===== src/rtl/cpu_sequencer.sv =====
// cpu_sequencer: multi-cycle control FSM for the 8-bit CPU core.
// Steps each instruction through FETCH -> DECODE -> EXEC -> WB and issues the
// datapath strobes. It also provides run/single-step control, sticky HALT
// handling and a fetch timeout that parks the core in ERR.
module cpu_sequencer #(
  parameter int MEM_TIMEOUT = 15,  // consecutive un-acked FETCH cycles before ERR (1..255)
  parameter int CNT_W       = 16   // retired-instruction counter width
) (
  input  logic             clk,
  input  logic             rst,        // asynchronous, active-low
  input  logic             run,
  input  logic             step,
  input  logic             imem_ack,
  input  logic             halt_op,
  input  logic             is_branch,
  input  logic             br_cond,
  output logic             imem_req,
  output logic             ir_we,
  output logic             reg_we,
  output logic             pc_we,
  output logic             pc_src,
  output logic [2:0]       state,
  output logic             halted,
  output logic             mem_err,
  output logic [CNT_W-1:0] instr_cnt
);

  typedef enum logic [2:0] {
    S_IDLE   = 3'd0,
    S_FETCH  = 3'd1,
    S_DECODE = 3'd2,
    S_EXEC   = 3'd3,
    S_WB     = 3'd4,
    S_HALT   = 3'd5,
    S_ERR    = 3'd6
  } state_t;

  // Timeout count value seen on the last allowed un-acked FETCH cycle.
  localparam logic [7:0] TMO_LAST = 8'(MEM_TIMEOUT - 1);

  state_t           state_reg;
  state_t           state_next;
  logic [7:0]       tmo_reg;
  logic             step_reg;
  logic [CNT_W-1:0] cnt_reg;
  logic             fetch_reg;
  logic             wb_reg;
  logic             halted_reg;
  logic             mem_err_reg;

  // Next-state decode; run has priority over step in IDLE.
  always_comb begin
    state_next = state_reg;
    case (state_reg)
      S_IDLE: begin
        if (run || step) state_next = S_FETCH;
      end
      S_FETCH: begin
        // An ack on the final timeout cycle still wins over the error.
        if (imem_ack)                 state_next = S_DECODE;
        else if (tmo_reg == TMO_LAST) state_next = S_ERR;
      end
      S_DECODE: state_next = halt_op ? S_HALT : S_EXEC;
      S_EXEC:   state_next = S_WB;
      S_WB:     state_next = (step_reg || !run) ? S_IDLE : S_FETCH;
      S_HALT:   state_next = S_HALT;
      S_ERR:    state_next = S_ERR;
      default:  state_next = S_IDLE;
    endcase
  end

  // State register plus registered Moore flags derived from the next state.
  always_ff @(posedge clk or negedge rst) begin
    if (!rst) begin
      state_reg   <= S_IDLE;
      fetch_reg   <= 1'b0;
      wb_reg      <= 1'b0;
      halted_reg  <= 1'b0;
      mem_err_reg <= 1'b0;
    end else begin
      state_reg   <= state_next;
      fetch_reg   <= (state_next == S_FETCH);
      wb_reg      <= (state_next == S_WB);
      halted_reg  <= (state_next == S_HALT);
      mem_err_reg <= (state_next == S_ERR);
    end
  end

  // Fetch timeout: cleared whenever outside FETCH, so every FETCH entry starts at 0.
  always_ff @(posedge clk or negedge rst) begin
    if (!rst) begin
      tmo_reg <= 8'd0;
    end else if (state_reg != S_FETCH) begin
      tmo_reg <= 8'd0;
    end else if (!imem_ack) begin
      tmo_reg <= tmo_reg + 8'd1;
    end
  end

  // Single-step flag: latched only when step alone starts an instruction, dropped leaving WB.
  always_ff @(posedge clk or negedge rst) begin
    if (!rst) begin
      step_reg <= 1'b0;
    end else if (state_reg == S_IDLE && !run && step) begin
      step_reg <= 1'b1;
    end else if (state_reg == S_WB) begin
      step_reg <= 1'b0;
    end
  end

  // Retired-instruction counter; bumps at the same edge as the PC write, wraps naturally.
  always_ff @(posedge clk or negedge rst) begin
    if (!rst) begin
      cnt_reg <= '0;
    end else if (state_reg == S_WB) begin
      cnt_reg <= cnt_reg + 1'b1;
    end
  end

  // Output strobes. ir_we is Mealy on the ack. reg_we and pc_src qualify the
  // registered WB flag with decoder/ALU inputs that are only valid in WB.
  assign imem_req  = fetch_reg;
  assign ir_we     = (state_reg == S_FETCH) && imem_ack;
  assign pc_we     = wb_reg;
  assign reg_we    = wb_reg && !is_branch;
  assign pc_src    = wb_reg && is_branch && br_cond;
  assign state     = state_reg;
  assign halted    = halted_reg;
  assign mem_err   = mem_err_reg;
  assign instr_cnt = cnt_reg;

endmodule


===== config.mk =====
export PLATFORM = sky130hd
export DESIGN_NAME = cpu_sequencer
export DESIGN_NICKNAME = d
export VERILOG_FILES = /design/src/rtl/cpu_sequencer.sv
export SDC_FILE = /design/constraint.sdc
export NUM_CORES = 1
export LEC_CHECK = 0
export BUFFER_PORTS_ARGS = -buffer_cell sky130_fd_sc_hd__buf_2
export CORE_UTILIZATION = 56
export DETAILED_ROUTE_END_ITERATION = 8
export PLACE_DENSITY = 0.82
export SETUP_SLACK_MARGIN = 0.5
export SYNTH_ARGS = -nofsm -noshare
export SYNTH_HDL_FRONTEND = slang
export SYNTH_SLANG_ARGS = --single-unit
export TNS_END_PERCENT = 50

===== constraint.sdc =====
create_clock -name clk -period 2.9 [get_ports clk]
set_input_delay 0 -clock clk [delete_from_list [all_inputs] [get_ports clk]]
set_output_delay 0 -clock clk [all_outputs]
set_load 0.01 [all_outputs]

; After elaboration in Yosys (flattened, before gate mapping)
; Index checks and enable logic that the tools add are counted.
[totals]
elab_cells = 45
inputBits = 8
regBits = 32
output_inout_bits = 26
[op_classes]
addsub = 2
n_reduce_logical = 12
mux = 10
n_eq_ne = 13
[ops]
columns = cell, count
row1 = $pmux W3 S7, 1
row2 = $eq A3 B3 Y1 const B, 6
row3 = $add A16 B1 Y16 const B, 1
row4 = $mux W8, 2
row5 = $mux W3, 4
row6 = $add A8 B1 Y8 const B, 1
row7 = $eq A8 B4 Y1 const B, 1
row8 = $eq A3 B1 Y1 const B, 2
row9 = $eq A3 B2 Y1 const B, 2
row10 = $logic_and A1 B1 Y1, 6
row11 = $logic_not A3 Y1, 1
row12 = $mux W1, 3
row13 = $ne A3 B1 Y1 const B, 1
row14 = $logic_not A1 Y1, 2
row15 = $logic_or A1 B1 Y1, 2
row16 = $ne A2 B1 Y1 const B, 1
row17 = $reduce_bool A2 Y1, 1

; Logic depth before layout (Yosys ltp)
; Gate-level depths: netlist of the first run.
[depth]
depth_word = 5
ltp_mapped = 6
depth_no_buf = 6

; Worst setup path after synthesis of the first run
; Ideal clock, no wire load.
[synth_path]
path_kind = flip-flop to flip-flop
startpoint = register state_reg[1] (netlist: state[1])
endpoint = register cnt_reg[13] (netlist: instr_cnt[13])
n_path_buf = 2
t_required_ns = 2.775
t_arrival_ns = 1.396
setup_time_ns = 0.125
stages_incl_launch_ff = 7
setup_slack_ns = 1.379
period_less_slack_ns = 1.521
path_cell_list = dfrtp_1 buf_6 nor3b_4 and4_1 buf_4 nand4_1 xnor2_1
[synth_via]
elab_chain_len = 1
[synth_lines]
columns = item, line_no
row1 = start: declaration, 41  ; state_t state_reg;
row2 = start signal: assignment, 81  ; state_reg <= state_next;
row3 = $eq A3 B3 Y1, 115  ; end else if (state_reg == S_WB) begin
row4 = end signal: assignment, 116  ; cnt_reg <= cnt_reg + 1'b1;
row5 = end: declaration, 45  ; logic [CNT_W-1:0] cnt_reg;
; No other way between the ends.
; A chain may end at the register's enable or synchronous reset.

; Final worst setup path of the first run
[layout_path]
startpoint = register state_reg[2] (netlist: state[2])
endpoint = register cnt_reg[13] (netlist: instr_cnt[13])
; The elaborated chain is that of the path after synthesis.

==> impl_metrics.yaml, run 1 <==
grt:
  grt_overflow_total: 0
  antenna_found_initial: 0
  grt_pass1_vias: 1071
  grt_use_total_pct: 22.66
  grtUsageMet1_pct: 26.53
  busiest_layer: "met2"
  grt_max_degree: 33
  met3_usage_pct: 6.215
  use_met2_pct: 36.67
  grt_pass1_wl_microns: 4498
drt:
  dr.pass1.iters: 4
  wl_per_cell_microns: 13.04
  wirelength_microns: 2674
  drtIter0Drc: 14
  via_count: 1101
  ant_nets: 0
  drt-vias-per-instance: 5.371
  drc_errors: 0
finish:
  fin_area_sq_um: 1758
  stdcell_count: 205
  final_util_pct: 70.32
  nFillCells: 182
  seq_area_sq_um: 800.8
  diodes: 0
  fin_nets: 185
  multiInputGateArea_sq_um: 646.9
  syn_to_final_growth_pct: 17.67
  layout-drive-gt1-share_pct: 25.14
  largest_reg_flops: 16
yosys:
  syn_avg_cell_area_sq_um: 10.75
  ys_types: 33
  yosys_warnings: 0
  syn_nets: 150
  synthCells: 139
  synth-edff-count: 0
  ys_seq_area_share_pct: 53.60
  syn_area_sq_um: 1494
  synth_area_leaders: "dfrtp_1 54%, xnor2_1 8.2%, xor2_1 4.7%"
  synthArstFlopShare_pct: 100.0
  synth_flop_cell: "dfrtp_1"
  synth_area_leader_cell: "dfrtp_1"
  synth_seq_cells: 32
  synth_top_cell_area_share_pct: 53.60
critical_path:
  path_class: "reg -> reg"
  cp-start-kind: "flop"
  timing.rr.start: "state[2]"
  rr_worst_depth: 4
  worstPathMaxFanout: 13
  worstSetupEndpointType: "flop"
  rrSetupSlack_ns: 1.14
  required_ns: 3.14
  rr_endpoint: "instr_cnt[13]"
  cp.arrival_ns: 2.00
  crit_path_start: "state[2]"
power:
  swShare_pct: 34.00
  p_per_area_nw_per_um2: 747.9
  combPwrFrac_pct: 26.3
  vdd_drop_max_uv: 666.5
  pwr-share-seq_pct: 48.1
  p_switching_w: 0.0004470
  p_leak_nw: 0.8936
  clockPowerShare_pct: 25.6
  internal_power_w: 0.0008677
sta:
  final-setup-viol-count: 0
  max_slew.worst_pin.slew_ns: 0.6815
  final_hold_viol_count: 0
  period_minus_slack_ns: 1.760
  relSlewSlack_pct: 54.57
  tns_ns: 0
  drv_slew: 0
  fin_crit_sh_pct: 60.68
  fmax_ghz: 0.5682
  whs_ns: 0.01505
  rsz0062_at_grt: "false"
  clock_skew_ns: 0.01193
placed_design:
  hpwlAfterDp_microns: 1860
  portBuffers: 33
  dp.cells: 195
  place_area_sq_um: 1658
  place.gp.congestion: 0.7519
die:
  ios: 34
  dieArea_sq_um: 2878
  initial_core_util_pct: 59.76
  core_area_sq_um: 2500
  die_width_microns: 53.65
  die-height_microns: 53.65
  num_rows: 18
cts:
  insertion_delay_ns: 0.34
  cts_tree: "done"
  clkSlewWorstSetupHoldPaths_ns: 0.11
  htreeDepth: 2
  root_buffer: "clkbuf_4"
  cts_resized: 0
  cts_made_buffers: 5
  clkSinkCount: 32
  cts_buffer_depth: 2
worst_hold_path:
  min_to: "tmo_reg[1]"
  worstHoldStart: "imem_ack"
  hp-class: "in -> reg"
  hold_depth: 3
flow_run:
  maxCapViolCount: 0
status:
  status: "finished, final reports clean"
worst max-delay path, cell delays in order, from the launching register on:
cell and delay [ns]:
dfrtp_1 0.58, nor3b_4 0.35, and4_1 0.42, nand4_1 0.16, xnor2_1 0.15
metrics by stage:
| step | setup slack (ns) | total power [W] |
|---|---|---|
| after floorplan | 1.379 | 0.0008672 |
| after global placement | 1.230 | 0.0009588 |
| after detailed placement | 1.157 | 0.0009844 |
| after CTS | 1.159 | 0.001324 |
| after global routing | 0.9961 | 0.001402 |
| final | 1.140 | 0.001315 |
cells in the final DEF (no fill, tap or decap), drive strengths merged, types with 2 or more instances in the layout:
cell type,count
and3b,2
xor2,8
dlygate4sd3,2
dfrtp,32
nand3,7
clkbuf,5
and4,2
a21oi,3
ha,3
nand4,4
nor2b,3
inv,2
buf,33
o22ai,2
nor3,2
nand2,11
nor2,17
xnor2,14
and3,7
cell type report:
type                       count  area share [%]
timing repair buffer          35           10.53
sequential                    32           45.55
inverter                       2          0.4270
clock inverter                 3           2.420
multi-input combinational     98           36.80
clock buffer                   5           2.135
tap                           30           2.135
worst max-delay path by stage:
stage,endpoint,slack (ns),cells past startpoint
after CTS,imem_req,1.16,3
after floorplan,instr_cnt[13],1.38,6
after global placement,instr_cnt[15],1.23,4
after detailed placement,instr_cnt[13],1.16,4
after global routing,instr_cnt[7],1.0,4
final,instr_cnt[13],1.14,4
metal layers:
layer / share of wire (%) / wire, microns / vias up
li1: - / - / 541
met1: 45 / 1193 / 526
met2: 49 / 1322 / 26
met3: 3.7 / 99 / 8
met4: 2.2 / 59 / 0
met5: 0 / 0 / -
power by group through the flow:
stage          clock, W  sequential (W)  combinational (W)
2_1_floorplan         0        0.000622           0.000245
3_3_place_gp          0        0.000629           0.000330
3_5_place_dp          0        0.000641           0.000344
4_1_cts        0.000343        0.000632           0.000349
5_1_grt        0.000363        0.000648           0.000391
6_report       0.000337        0.000632           0.000346
timing repair:
action	CTS	global route
hold buffers	2	0
buffers inserted	0	0
hold endpoints to repair	33	0
endpoints found under the setup margin	0	0
kinds of logic (layout without fill, tap and decap cells):
| group | Yosys count | in the layout | share of synthesized area, % |
|---|---|---|---|
| AO/OA/AOI/OAI | 9 | 9 | 3.769 |
| XOR/XNOR | 22 | 22 | 12.90 |
| adder cells (fa/ha/maj) | 3 | 3 | 2.513 |
| buffers and inverters | 9 | 45 | 3.099 |
| flip-flops | 32 | 32 | 53.60 |
| multiplexers | 2 | 2 | 1.424 |
| AND/OR/NAND/NOR | 62 | 62 | 22.70 |
cell usage after synthesis, types with 2 or more instances:
master    instances
and3b_1           2
inv_1             2
xnor2_1          14
nand3_1           7
dfrtp_1          32
and3_1            7
and4_1            2
clkbuf_1          4
nor2_1           17
nand4_1           4
ha_1              3
a21oi_1           3
xor2_1            8
nand2_1          11
nor2b_1           3
o22ai_1           2
nor3_1            2
Note: power is estimated with default switching activity, not from simulation.
==> run 2: changes to the inputs <==
Settings changed: ABC_AREA from default to 1, CORE_UTILIZATION 56 to 49, PLACE_DENSITY 0.82 to 0.75.
Clock period 2.9 ns to 1.55 ns, I/O delays scaled along.
==> run 2 against run 1 <==
  * Final cell count up 60%
  * Synthesized area increased by 17%
  * Maximum frequency is 27% higher
  * Sequential share of layout area is 11 points lower
  * Combinational power grew to 4.3 times the previous value
  * Sequential power increased by 77%
  * Critical endpoint is now instr_cnt[12]
  * Largest cell class is now multi-input gates
==> impl_metrics.yaml, run 2 <==
grt:
  antenna_found_initial: 0
  grt_overflow_total: 0
  grt_use_total_pct: 22.29
  grt_pass1_vias: 1454
  grt_max_degree: 33
  grt_pass1_wl_microns: 6216
sta:
  tns_ns: 0
  worst_slack_ns: 0.1676
  drv_slew: 0
  rsz0062_at_grt: "true"
  final-setup-viol-count: 0
  clock_skew_ns: 0.01471
  max_slew.worst_pin.slew_ns: 0.7135
  fin_crit_sh_pct: 89.19
  final_hold_viol_count: 0
  fmax_ghz: 0.7234
  relSlewSlack_pct: 52.43
  period_minus_slack_ns: 1.382
finish:
  final_common_cell: "nand2_1"
  fin_nets: 294
  layout-drive-gt1-share_pct: 31.80
  layout_common_cells: "57 x nand2_1, 32 x buf_2, 30 x nor2_1, 30 x dfrtp_1, 26 x inv_1"
  largest_reg_flops: 16
  syn_to_final_growth_pct: 31.91
  diodes: 0
drt:
  drt-vias-per-instance: 5.009
  drc_errors: 0
  via_count: 1648
  ant_nets: 0
  wl_met3_microns: 160
  drtIter0Drc: 85
  route.met2.wl_microns: 1840
  top_layer: "met4"
  met1_length_microns: 1770
  dr.pass1.iters: 4
  wirelength_microns: 3839
  wl_per_cell_microns: 11.67
die:
  ios: 34
  die_width_microns: 61.81
  dieArea_sq_um: 3820
  initial_core_util_pct: 51.72
  core_area_sq_um: 3390
  die-height_microns: 61.81
  num_rows: 21
power:
  p_leak_nw: 1.250
  p_per_area_nw_per_um2: 1366
  vdd_drop_max_uv: 661.7
status:
  status: "finished, final reports clean"
yosys:
  ys_types: 26
  synth_flop_cell: "dfrtp_1"
  synth_top_cell_area_share_pct: 45.68
  ys_seq_area_share_pct: 45.68
  syn_nets: 235
  syn_avg_cell_area_sq_um: 7.826
  synth-edff-count: 0
  synth_area_leaders: "dfrtp_1 46%, nand2_1 13%, nor2_1 7.5%"
  synthCells: 224
  netlist_top_cells_count: "62 x nand2_1, 35 x nor2_1, 32 x dfrtp_1"
  synth_seq_cells: 32
  syn_area_sq_um: 1753
  yosys_warnings: 0
  yosysMostFrequentCell: "nand2_1"
  synth_area_leader_cell: "dfrtp_1"
  synthArstFlopShare_pct: 100.0
cts:
  clkSlewWorstSetupHoldPaths_ns: 0.11
  cts_made_buffers: 5
  htreeDepth: 2
  cts_buffer_depth: 2
  cts_tree: "done"
  insertion_delay_ns: 0.33
  clkSinkCount: 32
  root_buffer: "clkbuf_4"
critical_path:
  cp.arrival_ns: 1.59
  path_class: "reg -> reg"
  required_ns: 1.76
  worstPathCellList: "bufinv_8 -> nand3_4 -> buf_4 -> nor2_4 -> nand2_2 -> xor2_1"
  worstSetupEndpointType: "flop"
  slowest_stage: "dfrtp_1"
  worstPathMaxFanout: 8
  critical-path-max-stage-delay_ns: 0.39
  cp-start-kind: "flop"
placed_design:
  place.gp.congestion: 0.8102
  preCtsSetupSlack_ns: 0.1611
  portBuffers: 33
  hpwlAfterDp_microns: 2525
flow_run:
  maxCapViolCount: 0
worst_hold_path:
  hp-class: "in -> reg"
-- run 2: critical path, delay by kind of cell, from the launching register on --
kind                      cells  cell delay [ns]
xor gates and xnor gates      1             0.14
DFF                           1             0.39
and+or+nand+nor               3             0.34
buffers and inverters         2             0.38
-- run 2: worst paths after layout --
kind / startpoint / end / slack [ns] / cells past startpoint
min reg2reg: instr_cnt[8] / instr_cnt[8] / 0.53 / 1
max in group asynchronous: rst / state[0] / 0.80 / 2
min in group asynchronous: rst / mem_err / 0.24 / 2
max: state[1] / instr_cnt[12] / 0.17 / 6
max reg2reg: state[1] / instr_cnt[12] / 0.17 / 6
min: run / step_reg / 0.02 / 4
-- run 2: area by class of cell --
type / instances / area (sq um)
Tap cell: 46 / 57.56
Inverter: 34 / 148.9
Multi-Input combinational cell: 158 / 895.9
Clock buffer: 7 / 65.06
Fill cell: 263 / 1077
Timing Repair Buffer: 52 / 341.6
Sequential cell: 32 / 803.3
-- run 2: kinds of logic (layout without fill, tap and decap cells) --
kind of cell / count (synthesis) / after routing / share of synthesized area, %
AO/OA/AOI/OAI: 15 / 15 / 4.568
flip-flops: 32 / 32 / 45.68
buffers and inverters: 34 / 93 / 8.065
AND/OR/NAND/NOR: 130 / 130 / 34.12
adder cells (fa/ha/maj): 3 / 3 / 2.142
XOR/XNOR: 10 / 10 / 5.425
-- run 2: per-layer routing --
| metal | up-vias | track usage (%) |
|---|---|---|
| met5 | - | 0 |
| met4 | 0 | 8.571 |
| met3 | 9 | 3.727 |
| met2 | 49 | 35.64 |
| met1 | 773 | 30.33 |
| li1 | 817 | - |
-- run 2: report_power, final --
group | switching (W) | internal [W]
Combinational | 0.000817 | 0.000683
Clock | 0.000280 | 0.000257
Sequential | 0.000128 | 0.000994
Total | 0.00122 | 0.00193
-- run 2: repair_timing --
action                                  in CTS  in global routing
hold endpoints to repair                    35                  0
gates resized for setup                      9                 20
endpoints found under the setup margin      32                 37
buffers inserted                            12                  3
hold buffers                                 3                  0
pin swaps                                    7                 15
gates cloned                                 0                  0
-- run 2: per-stage QoR --
| stage | instances | hold slack [ns] | utilization [%] | total power, W | instance area (sq um) |
|---|---|---|---|---|---|
| after global routing | 329 | 0.04295 | 68.22 | 0.003388 | 2312 |
| final | 329 | 0.01985 | 68.22 | 0.003159 | 2312 |
| after detailed placement | 304 | 0.09404 | 58.88 | 0.002166 | 1996 |
| after floorplan | 224 | -0.2956 | - | 0.001834 | 1765 |
| after CTS | 326 | 0.01070 | 65.41 | 0.003010 | 2217 |
| after global placement | 304 | 0.08819 | 58.88 | 0.002147 | 1996 |
==> run 3: changes to the inputs <==
Settings changed: PLACE_DENSITY 0.75 to 0.86, REMOVE_ABC_BUFFERS from default to 1.
==> run 3 against run 2 <==
  * Non-clock buffer count rose by 9
  * Combinational power increased by 4%
  * Worst hold slack gained 0.046 ns
  * Total power grew 5.9%
  * Die area unchanged
  * Core utilization grew 4.2 points
  * Clock power rose by 19%
  * Final cell count is 3.3% higher
  * Wire length increased by 15%
  * Sequential share of layout area down 1.8 points
  * Critical path depth is 2 higher
==> impl_metrics.yaml, run 3 (same netlist as run 2, synthesis figures left out) <==
finish:
  layout-drive-gt1-share_pct: 36.73
  final_util_pct: 72.46
  stdcell_count: 340
  fin_nets: 304
  syn_to_final_growth_pct: 40.11
  final_common_cell: "nand2_1"
  largest_reg_flops: 16
  diodes: 0
  layout_common_cells: "57 x nand2_1, 32 x buf_2, 27 x nor2_1, 26 x inv_1, 26 x dfrtp_1"
cts:
  cts_tree: "done"
  clkSinkCount: 32
  clkSlewWorstSetupHoldPaths_ns: 0.11
  cts_buffer_depth: 2
  root_buffer: "clkbuf_4"
  htreeDepth: 2
  insertion_delay_ns: 0.35
  cts_made_buffers: 5
worst_hold_path:
  hp-class: "in -> reg"
  worstHoldStart: "imem_ack"
  min_to: "tmo_reg[3]"
  hold_depth: 4
sta:
  final-setup-viol-count: 0
  tns_ns: 0
  whs_ns: 0.06614
  drv_slew: 0
  clock_skew_ns: 0.01495
  rsz0062_at_grt: "true"
  final_hold_viol_count: 0
  max_slew.worst_pin.slew_ns: 0.7050
  period_minus_slack_ns: 1.391
  fmax_ghz: 0.7187
  relSlewSlack_pct: 53.00
  fin_crit_sh_pct: 89.76
drt:
  drc_errors: 0
  drt-vias-per-instance: 5.071
  dr.pass1.iters: 4
  via_count: 1724
  wl_per_cell_microns: 13.02
  ant_nets: 0
  drtIter0Drc: 128
  wirelength_microns: 4426
placed_design:
  dp.cells: 303
  portBuffers: 33
  hpwlAfterDp_microns: 2480
  place.gp.congestion: 0.8931
grt:
  grt_overflow_total: 0
  antenna_found_initial: 0
  grt_use_total_pct: 23.60
  grt_max_degree: 33
  grt_pass1_vias: 1477
  grt_pass1_wl_microns: 6403
die:
  die-height_microns: 61.81
  num_rows: 21
  initial_core_util_pct: 51.72
  ios: 34
  die_width_microns: 61.81
  core_area_sq_um: 3390
  dieArea_sq_um: 3820
power:
  p_switching_w: 0.001298
  clockPowerShare_pct: 19.1
  combPwrFrac_pct: 46.5
  swShare_pct: 38.80
  internal_power_w: 0.002048
  pwr-share-seq_pct: 34.4
  vdd_drop_max_uv: 731.1
  p_leak_nw: 1.304
  p_per_area_nw_per_um2: 1362
critical_path:
  timing.rr.start: "state[1]"
  rrSetupSlack_ns: 0.16
  required_ns: 1.81
  cp.arrival_ns: 1.65
  cp-start-kind: "flop"
  path_class: "reg -> reg"
  rr_worst_depth: 8
  worstSetupEndpointType: "flop"
  worstPathMaxFanout: 6
  rr_endpoint: "instr_cnt[9]"
status:
  status: "finished, final reports clean"
flow_run:
  maxCapViolCount: 0
[run 3: cell types whose count changed in the layout (fill, tap and decap cells not counted), moves of 2 or more]
cell	change
dfrtp_1	-4
buf_6	+3
nor2_1	-3
buf_4	+4
dfrtp_2	+4
o21ai_0	-2
dlygate4sd3_1	+2
clkbuf_8	-2
o21ai_1	+2
nor2_2	+3
[run 3: worst max-delay path, cell delays in order (launching register included)]
cell and delay (ns):
dfrtp_1 0.39, bufinv_8 0.21, nand3_4 0.12, nor2_4 0.15
nand2_4 0.10, nor2_4 0.11, nand2_1 0.08, nand2_1 0.10
inv_1 0.05
[run 3: how the worst max path moves through the flow]
| stage | depth (start not counted) | slack [ns] | startpoint | to |
|---|---|---|---|---|
| 5_1_grt | 7 | 0.11 | state[1] | instr_cnt[9] |
| 4_1_cts | 8 | 0.22 | state[1] | instr_cnt[11] |
| 2_1_floorplan | 8 | 0.21 | state[1] | instr_cnt[11] |
| 3_3_place_gp | 8 | 0.19 | state[0] | instr_cnt[11] |
| 6_report | 8 | 0.16 | state[1] | instr_cnt[9] |
| 3_5_place_dp | 5 | 0.14 | state[1] | instr_cnt[6] |
[run 3: power groups by stage]
stage	Combinational [W]	Sequential, W	Clock [W]
floorplan	0.000598	0.00121	0
global placement	0.000911	0.00117	0
detailed placement	0.000927	0.00117	0
CTS	0.00131	0.00113	0.000635
global route	0.00170	0.00117	0.000684
finish	0.00156	0.00115	0.000638
[run 3: repair_timing]
item | in CTS | in global routing
pin swaps | 16 | 24
setup endpoints to repair | 32 | 40
endpoints found under the hold margin | 37 | 0
hold buffers | 5 | 0
gates cloned | 1 | 0
buffers inserted | 18 | 5
gates resized for setup | 19 | 32
[run 3: metal layers]
layer / up-vias / track usage [%] / wire (microns)
li1: 835 / - / -
met5: - / 0 / 0
met2: 51 / 38.10 / 2206
met3: 8 / 7.660 / 193
met1: 830 / 28.76 / 1940
met4: 0 / 10.79 / 85
[run 3: through the flow]
step / total power, W / worst slack (ns) / area, sq um
global route: 0.003548 / 0.1056 / 2456
detailed placement: 0.002099 / 0.1427 / 1976
CTS: 0.003073 / 0.2227 / 2312
finish: 0.003346 / 0.1587 / 2456
floorplan: 0.001805 / 0.2097 / 1753
global placement: 0.002079 / 0.1903 / 1976
[run 3: cell type report]
cell class,count,area [sq um]
fillers,226,933.4
flip-flops and latches,32,808.3
well taps,46,57.56
inverters,34,146.4
multi-input cells,159,942.2
clock inverters,2,35.03
repair buffers,61,425.4
clock buffers,6,41.29
